`src/rtl/rv32_pkg.sv`:
```
// rv32_pkg: shared rv32 pipeline types and constants.
package rv32_pkg;
  localparam int XLEN = 32;
  localparam logic [XLEN-1:0] NOP_INSTR = 32'h0000_0013;
  typedef enum logic [1:0] {IDLE, RUN, HALT} fetch_state_e;
  typedef struct packed {
    logic            valid;
    logic [XLEN-1:0] pc;
    logic [XLEN-1:0] pc_plus4;
    logic [XLEN-1:0] instr;
  } ifid_t;
endpackage

```
`src/rtl/ifetch_pc_gen.sv`:
```
// ifetch_pc_gen: next-PC/next-state priority (redirect > halt > stall > +4).
// FETCH_MISALIGN_CHK_EN: misaligned redirect targets raise an error and halt.
module ifetch_pc_gen
  import rv32_pkg::*;
#(
  parameter logic [XLEN-1:0] RESET_VEC = 32'h0000_0000
) (
  input  fetch_state_e    state,
  input  logic [XLEN-1:0] pc,
  input  logic            stall,
  input  logic            redirect,
  input  logic [XLEN-1:0] redirect_pc,
  input  logic            halt,
  output fetch_state_e    state_nxt,
  output logic [XLEN-1:0] pc_nxt,
  output logic            cap,
  output logic            kill,
  output logic            err_set
);
  logic            mis;
  logic [XLEN-1:0] tgt;
`ifdef FETCH_MISALIGN_CHK_EN
  assign mis = |redirect_pc[1:0];
`else
  assign mis = 1'b0;
`endif
  assign tgt = redirect_pc & ~32'h3;
  always_comb begin
    state_nxt = state;
    pc_nxt    = pc;
    cap       = 1'b0;
    kill      = 1'b0;
    err_set   = 1'b0;
    if (state == IDLE) begin
      pc_nxt    = RESET_VEC;
      state_nxt = RUN;
    end else if (redirect) begin
      kill      = 1'b1;
      err_set   = mis;
      pc_nxt    = mis ? pc : tgt;
      state_nxt = mis ? HALT : RUN;
    end else if (state == RUN) begin
      if (halt) begin
        kill      = 1'b1;
        state_nxt = HALT;
      end else if (!stall) begin
        cap    = 1'b1;
        pc_nxt = pc + 32'd4;
      end
    end
  end
endmodule

```
`src/rtl/ifetch.sv`:
```
// ifetch: rv32 instruction-fetch stage owning the PC and the IF/ID register.
// FETCH_MISALIGN_CHK_EN: enables the sticky misaligned-redirect error.
module ifetch
  import rv32_pkg::*;
#(
  parameter logic [XLEN-1:0] RESET_VEC  = 32'h0000_0000,
  parameter int              IMEM_DEPTH = 1024
) (
  input  logic            i_clk,
  input  logic            i_rst_n,
  input  logic            i_stall,
  input  logic            i_redirect,
  input  logic [XLEN-1:0] i_redirect_pc,
  input  logic            i_halt,
  output logic [XLEN-1:0] o_imem_addr,
  input  logic [XLEN-1:0] i_imem_data,
  output logic            o_id_valid,
  output logic [XLEN-1:0] o_id_pc,
  output logic [XLEN-1:0] o_id_pc_plus4,
  output logic [XLEN-1:0] o_id_instr,
  output logic            o_fetch_err
);
  fetch_state_e    state, state_nxt;
  logic [XLEN-1:0] pc, pc_nxt;
  logic            cap, kill, err_set, err;
  ifid_t           ifid;

  ifetch_pc_gen #(.RESET_VEC(RESET_VEC)) u_pc_gen (
    .state       (state),
    .pc          (pc),
    .stall       (i_stall),
    .redirect    (i_redirect),
    .redirect_pc (i_redirect_pc),
    .halt        (i_halt),
    .state_nxt   (state_nxt),
    .pc_nxt      (pc_nxt),
    .cap         (cap),
    .kill        (kill),
    .err_set     (err_set)
  );

  always_ff @(posedge i_clk or negedge i_rst_n)
    if (!i_rst_n) begin
      state <= IDLE;
      pc    <= RESET_VEC;
      err   <= 1'b0;
      ifid  <= '{valid: 1'b0, pc: '0, pc_plus4: '0, instr: NOP_INSTR};
    end else begin
      state <= state_nxt;
      pc    <= pc_nxt;
      err   <= err | err_set;
      if (cap)
        ifid <= '{valid: 1'b1, pc: pc, pc_plus4: pc + 32'd4, instr: i_imem_data};
      else if (kill) begin
        ifid.valid <= 1'b0;
        ifid.instr <= NOP_INSTR;
      end
    end

  // Word index wraps modulo the memory depth.
  assign o_imem_addr   = (pc >> 2) & 32'(IMEM_DEPTH - 1);
  assign o_id_valid    = ifid.valid;
  assign o_id_pc       = ifid.pc;
  assign o_id_pc_plus4 = ifid.pc_plus4;
  assign o_id_instr    = ifid.instr;
  assign o_fetch_err   = err;
endmodule

```
`config.mk`:
```
export PLATFORM = sky130hd
export DESIGN_NAME = ifetch
export DESIGN_NICKNAME = d
export VERILOG_FILES = /design/src/rtl/rv32_pkg.sv /design/src/rtl/ifetch_pc_gen.sv /design/src/rtl/ifetch.sv
export SDC_FILE = /design/constraint.sdc
export NUM_CORES = 1
export LEC_CHECK = 0
export CELL_PAD_IN_SITES_DETAIL_PLACEMENT = 0
export CELL_PAD_IN_SITES_GLOBAL_PLACEMENT = 1
export CORE_AREA = 2 2 129 131
export CTS_BUF_LIST = sky130_fd_sc_hd__clkbuf_8
export DETAILED_ROUTE_END_ITERATION = 16
export DIE_AREA = 0 0 131 133
export GPL_ROUTABILITY_DRIVEN = 1
export PLACE_DENSITY_LB_ADDON = 0.1
export REMOVE_ABC_BUFFERS = 1
export SLEW_MARGIN = 5
export SYNTH_ARGS = -nofsm -noshare
export SYNTH_HDL_FRONTEND = slang
export SYNTH_HIERARCHICAL = 1
export SYNTH_SLANG_ARGS = --single-unit
```
`constraint.sdc`:
```
create_clock -name i_clk -period 4.1 [get_ports i_clk]
set_input_delay 0.82 -clock i_clk [delete_from_list [all_inputs] [get_ports i_clk]]
set_output_delay 0.82 -clock i_clk [all_outputs]
set_load 0.01 [all_outputs]
```
==> results of run 1 <==
[metal layers]
metal	GRT usage (%)	wire, um	share of wire, %	vias up
li1	-	-	-	2291
met1	24.7	6910	44	2373
met2	28.6	7590	49	114
met3	4.81	850	5.4	21
met4	6.62	261	1.7	0
met5	0	0	0	-
[path summary, 6_finish.rpt]
| kind | endpoint | cells past startpoint | from |
|---|---|---|---|
| hold / removal | o_fetch_err | 1 | o_fetch_err |
| max in group asynchronous | o_id_instr[16] | 2 | i_rst_n |
| min in group asynchronous | o_id_pc_plus4[16] | 1 | i_rst_n |
| hold reg to reg | o_fetch_err | 1 | o_fetch_err |
| setup / recovery | o_id_instr[6] | 6 | i_halt |
| setup reg to reg | o_id_instr[6] | 4 | state[1] |
[stage by stage]
step                hold slack, ns  cell area, um^2  worst slack, ns
floorplan                    0.471             5870            -3.94
global placement             0.451             7950            0.830
detailed placement           0.453             7950            0.807
CTS                          0.475             8390             1.28
global route                 0.501             8390             1.10
finish                       0.466             8400             1.28
[layout by cell type, fill, tap and decap left out, types with 2 or more instances in the layout]
master                              n
sky130_fd_sc_hd__a21o_1             2
sky130_fd_sc_hd__a21oi_1           54
sky130_fd_sc_hd__a22o_1            29
sky130_fd_sc_hd__a31oi_1            3
sky130_fd_sc_hd__and2_1             3
sky130_fd_sc_hd__and3_1            17
sky130_fd_sc_hd__and4_1             6
sky130_fd_sc_hd__buf_4              5
sky130_fd_sc_hd__bufinv_16          4
sky130_fd_sc_hd__clkbuf_8          20
sky130_fd_sc_hd__clkdlybuf4s50_1  173
sky130_fd_sc_hd__clkinv_2           2
sky130_fd_sc_hd__clkinvlp_4         3
sky130_fd_sc_hd__conb_1            23
sky130_fd_sc_hd__dfrtp_1          127
sky130_fd_sc_hd__dfstp_2            3
sky130_fd_sc_hd__ha_1               2
sky130_fd_sc_hd__inv_1              9
sky130_fd_sc_hd__mux2_2            33
sky130_fd_sc_hd__mux2i_1            4
sky130_fd_sc_hd__nand2_1           26
sky130_fd_sc_hd__nand3_1           19
sky130_fd_sc_hd__nand4_1           27
sky130_fd_sc_hd__nor2_1            47
sky130_fd_sc_hd__nor2_2             2
sky130_fd_sc_hd__nor3_1             5
sky130_fd_sc_hd__o21ai_0           28
sky130_fd_sc_hd__or3_1              2
sky130_fd_sc_hd__xnor2_1           14
sky130_fd_sc_hd__xor2_1            40
[cells by family (layout without fill, tap and decap cells)]
logic type,after synthesis,after routing,synth area share (%)
xor gates and xnor gates,54,54,7.64
DFF,130,130,52.6
and+or+nand+nor,163,163,14.1
buffers and inverters,72,218,6.79
adders and majority gates,2,2,0.404
other,2,24,0.121
muxes,37,37,6.65
AOI/OAI and AO/OA,118,118,11.6
[report_power, final]
group / switching (mW) / internal [mW]
clock network: 0.499 / 0.702
logic: 0.405 / 0.597
registers: 0.208 / 1.52
[worst max-delay path, stage by stage]
cell                              delay, ns
sky130_fd_sc_hd__clkdlybuf4s50_1       0.54
sky130_fd_sc_hd__or4b_1                0.34
sky130_fd_sc_hd__nor2_4                0.07
sky130_fd_sc_hd__buf_12                0.21
sky130_fd_sc_hd__nor2_2                0.93
sky130_fd_sc_hd__a22o_1                0.26
[flip-flops by register name, summed over array words and instances (netlist names)]
signal	count
o_id_pc	32
o_id_instr	32
o_id_pc_plus4	30
pc	32
o_fetch_err	1
o_id_valid	1
state	2
[layout make-up]
class	count	area share [%]
inverter	6	0.268
timing repair buffer	180	21.4
sequential	130	38.8
antenna	1	0.0298
multi-input combinational	397	31.0
clock buffer	20	3.28
clock inverter	12	1.95
tap	220	3.28
[cell usage after synthesis]
library cell / number / area (um^2)
sky130_fd_sc_hd__a211oi_1: 1 / 7.51
sky130_fd_sc_hd__a211oi_2: 1 / 12.5
sky130_fd_sc_hd__a21o_1: 2 / 15.0
sky130_fd_sc_hd__a21oi_1: 54 / 270
sky130_fd_sc_hd__a22o_1: 29 / 254
sky130_fd_sc_hd__a31oi_1: 3 / 18.8
sky130_fd_sc_hd__and2_1: 3 / 18.8
sky130_fd_sc_hd__and3_1: 17 / 106
sky130_fd_sc_hd__and3_4: 1 / 11.3
sky130_fd_sc_hd__and4_1: 6 / 52.6
sky130_fd_sc_hd__buf_1: 4 / 15.0
sky130_fd_sc_hd__buf_2: 3 / 15.0
sky130_fd_sc_hd__buf_4: 37 / 278
sky130_fd_sc_hd__buf_6: 1 / 11.3
sky130_fd_sc_hd__clkbuf_1: 21 / 78.8
sky130_fd_sc_hd__conb_1: 2 / 7.51
sky130_fd_sc_hd__dfrtp_1: 127 / 3180
sky130_fd_sc_hd__dfstp_2: 3 / 78.8
sky130_fd_sc_hd__ha_1: 2 / 25.0
sky130_fd_sc_hd__inv_1: 6 / 22.5
sky130_fd_sc_hd__mux2_2: 33 / 372
sky130_fd_sc_hd__mux2i_1: 4 / 40.0
sky130_fd_sc_hd__nand2_1: 26 / 97.6
sky130_fd_sc_hd__nand3_1: 19 / 95.1
sky130_fd_sc_hd__nand3_4: 1 / 17.5
sky130_fd_sc_hd__nand4_1: 27 / 169
sky130_fd_sc_hd__nor2_1: 49 / 184
sky130_fd_sc_hd__nor2_2: 1 / 6.26
sky130_fd_sc_hd__nor2_8: 1 / 20.0
sky130_fd_sc_hd__nor3_1: 5 / 25.0
sky130_fd_sc_hd__nor4_4: 1 / 21.3
sky130_fd_sc_hd__nor4b_2: 1 / 15.0
sky130_fd_sc_hd__o21ai_0: 28 / 140
sky130_fd_sc_hd__or2_0: 1 / 6.26
sky130_fd_sc_hd__or2_2: 1 / 6.26
sky130_fd_sc_hd__or3_1: 2 / 12.5
sky130_fd_sc_hd__or4b_1: 1 / 10.0
sky130_fd_sc_hd__xnor2_1: 14 / 123
sky130_fd_sc_hd__xor2_1: 40 / 350
==> impl_metrics.env, run 1 <==
export IMPL_cp_required_ns=4.47
export IMPL_first_global_vias=4777
export IMPL_synth_seq_cells=130
export IMPL_place_hpwl_um=10500
export IMPL_syn_instance_count=578
export IMPL_hold_viol_final=0
export IMPL_die_w_um=131
export IMPL_holdCritPathClass="reg -> reg"
export IMPL_antenna_violating_nets_post_route=0
export IMPL_maxClockFrequency_mhz=354
export IMPL_clock_tree_buffer_depth=2
export IMPL_syn_area_um2=6190
export IMPL_worstSetupEndpointType="flip-flop"
export IMPL_cts_resized_gates=0
export IMPL_initial_cell_density_of_the_core_pct=38.3
export IMPL_grt_antenna_before_repair=1
export IMPL_max_cap_violations=0
export IMPL_worst_setup_path_type="in -> reg"
export IMPL_dr_pass1_iters=4
export IMPL_cts_setup_buffers=0
export IMPL_area_growth_synth_to_final_pct=35.7
export IMPL_wire_per_inst_um=16.2
export IMPL_relSlewSlack_pct=22.0
export IMPL_drt_total_wl_um=15600
export IMPL_fillers=1469
export IMPL_num_rows=47
export IMPL_avgViaCountPerCell=4.97
export IMPL_cellPowerDensity_nw_per_um2=468
export IMPL_final_setup_skew_ns=0.00995
export IMPL_setup_tns_final_ns=0
export IMPL_globalplace_congestion=0.741
export IMPL_yosys_warnings=6
export IMPL_final_max_slew_viol_count=0
export IMPL_design_power_total_mw=3.93
export IMPL_status="complete, no violations"
export IMPL_timing_final_crit_share_pct=68.9
export IMPL_cts_tree="yes"
export IMPL_critPathArrivalTime_ns=3.20
export IMPL_post_cts_hold_buffer_count=0
export IMPL_post_place_cells=933
export IMPL_finalCriticalPeriod_ns=2.82
export IMPL_stdcell_count=966
export IMPL_worst_slew_pin_transition_ns=1.17
export IMPL_leakage_nw=3.50
export IMPL_cp_start_kind="primary input"
export IMPL_port_buffers=174
export IMPL_setup_viol=0
export IMPL_clock_latency_ns=0.44
export IMPL_cts_root_buf="sky130_fd_sc_hd__clkbuf_8"
export IMPL_clock_sinks=130
export IMPL_synth_yosys_seq_area_share_pct=52.6
export IMPL_cts_buffers=17
export IMPL_global_route_usage_total_pct=18.4
export IMPL_multi_input_area_um2=2600
export IMPL_sequential_cell_area_um2=3260
export IMPL_layout_nets=803
export IMPL_die_outline_area_um2=17400
export IMPL_globalRouteOverflowTotal=0
export IMPL_yosys_cell_types_count=39
export IMPL_grt_setup_unrepaired="false"
export IMPL_chipHeight_um=133
export IMPL_mapped_avg_cell_area_um2=10.7
export IMPL_grt_first_pass_wirelength_um=25000
export IMPL_maximum_number_of_pins_on_one_net_before_global_route_repair=116
export IMPL_coreArea_um2=16200
export IMPL_drive_above_1_share_pct=11.0
export IMPL_cts_reportedPaths_clkPinSlew_ns=0.08
export IMPL_io_pins=199
export IMPL_critical_path_max_fanout=74
export IMPL_setup_reg_to_reg_worst_slack_ns=1.54
export IMPL_fin_util_pct=51.9
export IMPL_dr_first_iter_drc_count=232
export IMPL_post_route_drc_count=0
export IMPL_vdd_drop_max_mv=0.222
export IMPL_dr_total_vias=4799
export IMPL_htree_num_levels=4
No activity file was read; power rests on OpenSTA's default activity.
==> run 2, diff against run 1 <==
--- a/config.mk
+++ b/config.mk
@@ -7,10 +7,10 @@
 export LEC_CHECK = 0
 export CELL_PAD_IN_SITES_DETAIL_PLACEMENT = 0
 export CELL_PAD_IN_SITES_GLOBAL_PLACEMENT = 1
-export CORE_AREA = 2 2 129 131
+export CORE_AREA = 2 2 140 142
 export CTS_BUF_LIST = sky130_fd_sc_hd__clkbuf_8
 export DETAILED_ROUTE_END_ITERATION = 16
-export DIE_AREA = 0 0 131 133
+export DIE_AREA = 0 0 142 144
 export GPL_ROUTABILITY_DRIVEN = 1
 export PLACE_DENSITY_LB_ADDON = 0.1
 export REMOVE_ABC_BUFFERS = 1
==> constraint.sdc (replaced) <==
create_clock -name i_clk -period 2.46 [get_ports i_clk]
set_input_delay 0.492 -clock i_clk [delete_from_list [all_inputs] [get_ports i_clk]]
set_output_delay 0.492 -clock i_clk [all_outputs]
set_load 0.01 [all_outputs]
==> run 2 against run 1 <==
Compared with the run above: clock power rose by 71%; cell area increased by 3.9%; sequential power up 65%; largest cell class unchanged; sequential share of layout area shrank 1.5 points; die area is 17% higher.
==> impl_metrics.env, run 2 (synthesis results as in run 1) <==
export IMPL_p_int_mw=4.69
export IMPL_fillers=1839
export IMPL_maxClockFrequency_mhz=446
export IMPL_power_switching_share_pct=29.7
export IMPL_clock_sinks=130
export IMPL_clock_latency_ns=0.46
export IMPL_cts_setup_buffers=0
export IMPL_cts_tree="yes"
export IMPL_fin_util_pct=45.7
export IMPL_grt_setup_unrepaired="false"
export IMPL_htree_num_levels=4
export IMPL_layout_cells_most_common="sky130_fd_sc_hd__clkdlybuf4s50_1"
export IMPL_max_cap_violations=0
export IMPL_place_hpwl_um=11800
export IMPL_antenna_violating_nets_post_route=0
export IMPL_cts_buffers=17
export IMPL_multi_input_area_um2=2600
export IMPL_clkPwrFrac_pct=30.8
export IMPL_clock_tree_buffer_depth=2
export IMPL_ff2ff_path_depth=5
export IMPL_finalHoldWorstSlack_ns=0.0151
export IMPL_critical_path_max_fanout=29
export IMPL_relSlewSlack_pct=21.9
export IMPL_post_route_drc_count=0
export IMPL_cpPeakStageDelay_ns=0.88
export IMPL_cts_root_buf="sky130_fd_sc_hd__clkbuf_8"
export IMPL_dr_pass1_iters=6
export IMPL_cellPowerDensity_nw_per_um2=764
export IMPL_final_setup_skew_ns=0.0173
export IMPL_holdCritPathClass="in -> async"
export IMPL_globalplace_congestion=0.710
export IMPL_critPathArrivalTime_ns=2.63
export IMPL_drive_above_1_share_pct=15.7
export IMPL_sequential_cell_area_um2=3260
export IMPL_setup_viol=0
export IMPL_worstSetupEndpointType="flip-flop"
export IMPL_seqPwrFrac_pct=42.8
export IMPL_setup_reg_to_reg_worst_slack_ns=0.25
export IMPL_count_of_inserted_antenna_diode_cells=0
export IMPL_timing_rr_end="o_id_instr[11]"
export IMPL_post_cts_hold_buffer_count=0
export IMPL_io_pins=199
export IMPL_die_w_um=142
export IMPL_design_power_total_mw=6.67
export IMPL_chipHeight_um=144
export IMPL_initial_cell_density_of_the_core_pct=32.4
export IMPL_dr_total_vias=4922
export IMPL_layout_common_cells="173 x sky130_fd_sc_hd__clkdlybuf4s50_1, 127 x sky130_fd_sc_hd__dfrtp_1, 54 x sky130_fd_sc_hd__a21oi_1, 47 x sky130_fd_sc_hd__nor2_1, 41 x sky130_fd_sc_hd__buf_4"
export IMPL_avgViaCountPerCell=4.82
export IMPL_drt_total_wl_um=16700
export IMPL_worst_path_max_delay_cell="sky130_fd_sc_hd__nor2_2"
export IMPL_cp_start_kind="primary input"
export IMPL_crit_path_cell_trace="clkdlybuf4s50_1 > or4b_1 > nor2_4 > buf_4 > nor2_2 > a22o_1"
export IMPL_layout_nets=841
export IMPL_worstSetupStartpoint="i_halt"
export IMPL_cp_required_ns=2.84
export IMPL_last_element_of_the_critical_path="o_id_instr[11]"
export IMPL_worst_slew_pin_transition_ns=1.17
export IMPL_final_max_slew_viol_count=0
export IMPL_netSwitchingPower_mw=1.98
export IMPL_global_route_usage_total_pct=16.8
export IMPL_cp_depth=6
export IMPL_leakage_nw=3.68
export IMPL_dr_first_iter_drc_count=170
export IMPL_grt_antenna_before_repair=0
export IMPL_worst_r2r_startpoint="state[0]"
export IMPL_cts_resized_gates=0
export IMPL_timing_final_crit_share_pct=91.2
export IMPL_num_rows=51
export IMPL_comb_power_share_pct=26.4
export IMPL_finalCriticalPeriod_ns=2.24
export IMPL_area_growth_synth_to_final_pct=41.0
export IMPL_grt_first_pass_wirelength_um=27100
export IMPL_cp_top_family="simple AND/OR/NAND/NOR gates"
export IMPL_hold_viol_final=0
export IMPL_die_outline_area_um2=20400
export IMPL_port_buffers=174
export IMPL_maximum_number_of_pins_on_one_net_before_global_route_repair=63
export IMPL_worst_path_buf_inv=2
export IMPL_worst_setup_path_type="in -> reg"
export IMPL_vdd_drop_max_mv=0.369
export IMPL_coreArea_um2=19100
export IMPL_wire_per_inst_um=16.3
export IMPL_cts_reportedPaths_clkPinSlew_ns=0.08
export IMPL_status="complete, no violations"
export IMPL_globalRouteOverflowTotal=0
export IMPL_first_global_vias=5158
run 2: cell types whose count changed in the layout (fill, tap and decap cells not counted), moves of 2 or more:
| cell | delta |
|---|---|
| sky130_fd_sc_hd__inv_1 | -4 |
| sky130_fd_sc_hd__buf_4 | +36 |
| sky130_fd_sc_hd__buf_12 | +2 |
| sky130_fd_sc_hd__inv_6 | +4 |
| sky130_fd_sc_hd__clkbuf_8 | -3 |
run 2: metal layers:
layer  vias to the layer above  share of wire (%)  track usage (%)  wire (um)
met2                       118                 49             28.1       8220
met1                      2416                 44             21.2       7380
met4                         0                1.5             5.32        252
met5                         -                  0                0          0
met3                        22                5.0             4.83        833
li1                       2366                  -                -          -
run 2: layout make-up:
class | count | area share, %
Tap cell | 238 | 3.41
Multi-Input combinational cell | 397 | 29.8
Timing Repair Buffer | 218 | 24.2
Clock inverter | 15 | 2.34
Inverter | 6 | 0.258
Clock buffer | 17 | 2.68
Sequential cell | 130 | 37.3
run 2: worst min-delay path by stage:
stage | startpoint | end | slack [ns] | depth (start not counted)
floorplan | i_rst_n | o_fetch_err | 0.20 | 0
global placement | o_fetch_err | o_fetch_err | 0.45 | 1
detailed placement | o_fetch_err | o_fetch_err | 0.46 | 1
CTS | i_rst_n | o_id_pc[12] | 0.02 | 1
global route | i_rst_n | pc[12] | 0.04 | 1
finish | i_rst_n | o_id_pc[11] | 0.02 | 1
run 2: power groups by stage:
stage / logic, mW / clock network [mW] / registers (mW)
3_3_place_gp: 1.76 / 0 / 2.88
4_1_cts: 1.79 / 2.11 / 2.87
2_1_floorplan: 0.539 / 0 / 3.02
3_5_place_dp: 1.78 / 0 / 2.91
5_1_grt: 1.92 / 2.20 / 2.93
6_report: 1.76 / 2.05 / 2.86
run 2: metrics by stage:
stage / instances / instance area, um^2 / setup TNS (ns) / setup slack [ns]
floorplan: 533 / 5870 / -385.48 / -5.25
finish: 1021 / 8720 / 0 / 0.217
CTS: 1021 / 8720 / 0 / 0.225
global route: 1021 / 8720 / 0 / 0.0342
global placement: 989 / 8290 / -11.52 / -0.239
detailed placement: 989 / 8290 / -14.17 / -0.296
